--- config.mk ---
export PLATFORM = sky130hd
export DESIGN_NAME = reg_file_sb
export DESIGN_NICKNAME = d
export VERILOG_FILES = /design/src/rtl/reg_file_sb.sv
export SDC_FILE = /design/constraint.sdc
export NUM_CORES = 2
export LEC_CHECK = 0
export BUFFER_PORTS_ARGS = -buffer_cell sky130_fd_sc_hd__buf_2
export CAP_MARGIN = 25
export CORE_MARGIN = 2
export CORE_UTILIZATION = 29
export CTS_BUF_LIST = sky130_fd_sc_hd__clkbuf_8
export DETAILED_ROUTE_END_ITERATION = 10
export SLEW_MARGIN = 10
export SYNTH_ARGS = -nofsm -noshare
export SYNTH_HDL_FRONTEND = slang
export SYNTH_SLANG_ARGS = --single-unit
--- constraint.sdc ---
create_clock -name clk -period 56.4 [get_ports clk]
set_input_delay 11.28 -clock clk [delete_from_list [all_inputs] [get_ports clk]]
set_output_delay 11.28 -clock clk [all_outputs]
set_load 0.01 [all_outputs]
--- src/rtl/reg_file_sb.sv ---
// Multi-read register file with per-byte write enables, write-to-read bypass,
// an optional hardwired zero register and a per-register busy scoreboard.
module reg_file_sb #(
   parameter int DATA_W   = 32,
   parameter int ADDR_W   = 4,
   parameter int ZERO_REG = 0,
   parameter int BYPASS   = 1
) (
   input  logic                  clk,
   input  logic                  reset,
   input  logic                  wr_en,
   input  logic [ADDR_W-1:0]     wr_addr,
   input  logic [DATA_W-1:0]     wr_data,
   input  logic [DATA_W/8-1:0]   wr_be,
   input  logic [ADDR_W-1:0]     rd_addr1,
   input  logic [ADDR_W-1:0]     rd_addr2,
   output logic [DATA_W-1:0]     rd_data1,
   output logic [DATA_W-1:0]     rd_data2,
   output logic                  rd_busy1,
   output logic                  rd_busy2,
   input  logic                  rsv_en,
   input  logic [ADDR_W-1:0]     rsv_addr,
   output logic                  rsv_ok,
   output logic [ADDR_W:0]       busy_cnt
);

   localparam int DEPTH  = 2 ** ADDR_W;
   localparam int NBYTES = DATA_W / 8;

   logic [DATA_W-1:0] regs [DEPTH];
   logic [DEPTH-1:0]  busy;
   logic [ADDR_W:0]   busyCnt;
   logic              wrValid;
   logic              zeroRsv;
   logic              setValid;
   logic              clrValid;
   logic              cntInc;

   function automatic logic [DATA_W-1:0] mergeBytes(
      input logic [DATA_W-1:0] newVal,
      input logic [NBYTES-1:0] be,
      input logic [DATA_W-1:0] oldVal
   );
      logic [DATA_W-1:0] res;
      res = oldVal;
      for (int i = 0; i < NBYTES; i++) begin
         if (be[i]) res[8*i +: 8] = newVal[8*i +: 8];
      end
      return res;
   endfunction

   // A write in the same cycle as a reservation frees the slot, so the
   // reservation may be granted even though the register is still marked busy.
   assign wrValid  = wr_en && !((ZERO_REG != 0) && (wr_addr == '0));
   assign zeroRsv  = (ZERO_REG != 0) && (rsv_addr == '0);
   assign rsv_ok   = rsv_en && (zeroRsv || !busy[rsv_addr] || (wr_en && (wr_addr == rsv_addr)));
   assign setValid = rsv_ok && !zeroRsv;
   assign clrValid = wr_en && busy[wr_addr] && !(setValid && (rsv_addr == wr_addr));
   assign cntInc   = setValid && !busy[rsv_addr];

   assign rd_busy1 = busy[rd_addr1];
   assign rd_busy2 = busy[rd_addr2];
   assign busy_cnt = busyCnt;

   always_ff @(posedge clk or posedge reset) begin
      if (reset) begin
         for (int i = 0; i < DEPTH; i++) regs[i] <= '0;
      end else if (wrValid) begin
         regs[wr_addr] <= mergeBytes(wr_data, wr_be, regs[wr_addr]);
      end
   end

   // Set is applied after clear so a same-address reserve keeps the bit high.
   always_ff @(posedge clk or posedge reset) begin
      if (reset) begin
         busy    <= '0;
         busyCnt <= '0;
      end else begin
         if (clrValid) busy[wr_addr] <= 1'b0;
         if (setValid) busy[rsv_addr] <= 1'b1;
         case ({cntInc, clrValid})
            2'b10:   busyCnt <= busyCnt + 1'b1;
            2'b01:   busyCnt <= busyCnt - 1'b1;
            default: busyCnt <= busyCnt;
         endcase
      end
   end

   // The zero register override comes last so it beats the bypass path.
   always_comb begin
      rd_data1 = regs[rd_addr1];
      if ((BYPASS != 0) && wr_en && (wr_addr == rd_addr1))
         rd_data1 = mergeBytes(wr_data, wr_be, regs[rd_addr1]);
      if ((ZERO_REG != 0) && (rd_addr1 == '0))
         rd_data1 = '0;
   end

   always_comb begin
      rd_data2 = regs[rd_addr2];
      if ((BYPASS != 0) && wr_en && (wr_addr == rd_addr2))
         rd_data2 = mergeBytes(wr_data, wr_be, regs[rd_addr2]);
      if ((ZERO_REG != 0) && (rd_addr2 == '0))
         rd_data2 = '0;
   end

endmodule

==> flow_summary.ini <==
[status]
outcome = finished, final reports clean

[sta]
worstMarginPinSlew_ns = 1.17
hold-worst-slack_ns = 0.460
rsz0062_at_grt = false
setup_tns_ns = 0
max_freq_ghz = 0.0383
hold_viol_final = 0
skew_ns = 0.0316
final.min_clock_period_ns = 26.10
layout_worst_path_cycle_share_pct = 46.3
slew_headroom_pct = 21.6
slew_viol_final = 0
setup_slack_ns = 30.30
setup_viol = 0

[routing]
wl_per_cell_um = 24.6
ant_nets = 0
drc = 0
wl_mm = 108
vias = 24951
vias_per_cell = 5.69
drtIter0Drc = 2722
dr.pass1.iters = 5

[setup_path]
critPathBufInv = 4
cp.arrival_ns = 14.82
slowest_stage = buf_4
rrSetupSlack_ns = 53.42
worstSetupPathType = primary input to output pin
worst-path-max-fanout = 58
critical-path-top-delay-family = buffers and inverters
crit_chain = buf_8 > buf_4 > buf_4 > mux4_2 > a22oi_1 > nand2_1 > mux2_2 > buf_2
crit_required_ns = 45.12
max_stage_delay_ns = 0.79
start_kind = primary input
critPathCaptureType = output pin
cpMostUsedCell = buf_4

[cts]
postCtsHoldBufs = 0
postCtsSetupBuffers = 0
cts_resized = 0
cts_buffer_depth = 3
cts_buffers = 94
cts_tree = done
cts_sinks = 533
clk_pin_slew_ns = 0.06
insertion_delay_ns = 0.71
cts_root_buf = clkbuf_8
htreeDepth = 3

[global_routing]
grt_overflow_total = 0
grt_use_met2_pct = 27.8
gr-usage-met1_pct = 25.1
grt_pass1_vias = 24715
grt-busiest-layer = met2
grt_usage_pct = 18.6
grt_pass1_wl_mm = 163
gr-usage-met3_pct = 4.59
antenna_found_initial = 7
grt_max_degree = 162

[synth]
post-synth-top-area-fraction_pct = 41.1
synth_ff_type = dfrtp_1
synth.area.top_cells = dfrtp_1 41%, mux4_2 28%, o21ai_0 8.2%
yosysMostFrequentCell = nand2_1
syn-num-nets = 2908
synthArstFlopShare_pct = 100
synth_enable_flop_cells = 0
synth_cells = 2847
seq_area_frac_synth_pct = 41.1
synth.distinct_cells = 58
synthTopCellsByCount = 572 x nand2_1, 534 x o21ai_0, 533 x dfrtp_1
netlist.top_cell.by_area = dfrtp_1
ys_seq_elements = 533
postSynthAreaPerCell_um2 = 11.4
syn_area_um2 = 32400
ys_warn_count = 0

[place]
dp_hpwl_mm = 64.6
pre_cts_ws_ns = 30.21
numPortBuffers = 127
post_dp_cell_area_um2 = 34200
dp.cells = 4214
gp_congestion = 0.814

[power]
p_switching_mw = 0.440
leakagePower_nw = 14.8
switching_share_pct = 33.1
power_per_cell_area_nw_per_um2 = 36.6
report.power.total_mw = 1.33
power_frac_comb_pct = 27.6
peakVddDrop_uv = 17.2
p_seq_share_pct = 43.3
internal_power_mw = 0.891
pwr-share-clk_pct = 29.1

[finish]
final_cell_area_um2 = 36300
area_growth_syn_to_layout_pct = 12.1
layout.nets = 2890
final_cell_count_no_fill = 4388
drive_above_1_share_pct = 28.8
utilization_pct = 32.8

[floorplanning]
ioPinCount = 128
initial_core_util_pct = 29.2
die_w_um = 338
core-area_um2 = 111000
rows = 122
die_area_um2 = 114000
chipHeight_um = 338

[run]
cap_viol_max_count = 0

[hold_path]
hp-class = register to register
==> area by class of cell <==
cell class	instances	area [um2]
repair buffers	169	1180
well taps	1488	1860
inverters	13	56.3
fillers	11188	74500
flip-flops and latches	533	13300
diodes	2	5.00
clock inverters	40	292
clock buffers	125	1720
multi-input cells	2018	17900
==> final timing paths <==
check,startpoint,to,depth (start not counted)
max,rd_addr2[0],rd_data2[14],8
min,busy_cnt[4]$_DFFE_PP0P_,busy_cnt[4]$_DFFE_PP0P_,1
max reg2reg,busy[5]$_DFF_PP0_,busy_cnt[4]$_DFFE_PP0P_,11
min reg2reg,busy_cnt[4]$_DFFE_PP0P_,busy_cnt[4]$_DFFE_PP0P_,1
max in group asynchronous,reset,regs[5]$_DFFE_PP0P_,5
min in group asynchronous,reset,regs[18]$_DFFE_PP0P_,2
==> metal layers <==
| layer | vias to the layer above | wire (um) |
|---|---|---|
| met5 | - | 69 |
| met4 | 10 | 5220 |
| met3 | 273 | 10100 |
| met2 | 1258 | 48100 |
| met1 | 12671 | 44500 |
| li1 | 10739 | - |
==> kinds of logic (layout without fill, tap and decap cells) <==
family / after synthesis / in the layout / share of synthesized area (%)
and+or+nand+nor: 770 / 770 / 10.1
muxes: 470 / 470 / 30.1
adders and majority gates: 5 / 5 / 0.216
other: 0 / 2 / 0
xor gates and xnor gates: 16 / 16 / 0.456
DFF: 533 / 533 / 41.1
AOI/OAI and AO/OA: 757 / 757 / 13.9
buffers and inverters: 296 / 347 / 4.11
==> flip-flops by register name, summed over array words and instances, names as in the netlist <==
| name | cells |
|---|---|
| busy_cnt | 5 |
| regs | 512 |
| busy | 16 |
==> power groups by stage <==
stage	registers (mW)	logic, mW	clock network, mW
5_1_grt	0.590	0.405	0.411
3_5_place_dp	0.578	0.367	0
4_1_cts	0.572	0.368	0.393
3_3_place_gp	0.574	0.359	0
6_report	0.577	0.367	0.387
2_1_floorplan	0.546	0.288	0
==> cell usage in the layout, fill, tap and decap left out, types with 10 or more instances in the layout <==
master and n:
a2111oi_0 10, a22oi_1 32, a311oi_1 13, buf_2 119
buf_4 30, clkbuf_8 126, clkinv_2 14, dfrtp_1 533
inv_1 30, mux2_2 56, mux2i_1 16, mux4_2 398
nand2_1 569, nand2b_1 37, nand3_4 10, nor2_1 51
nor2b_1 20, o21ai_0 534, o221ai_2 31, o22ai_1 94
or2_0 30
Note: power is estimated with default switching activity, not from simulation.
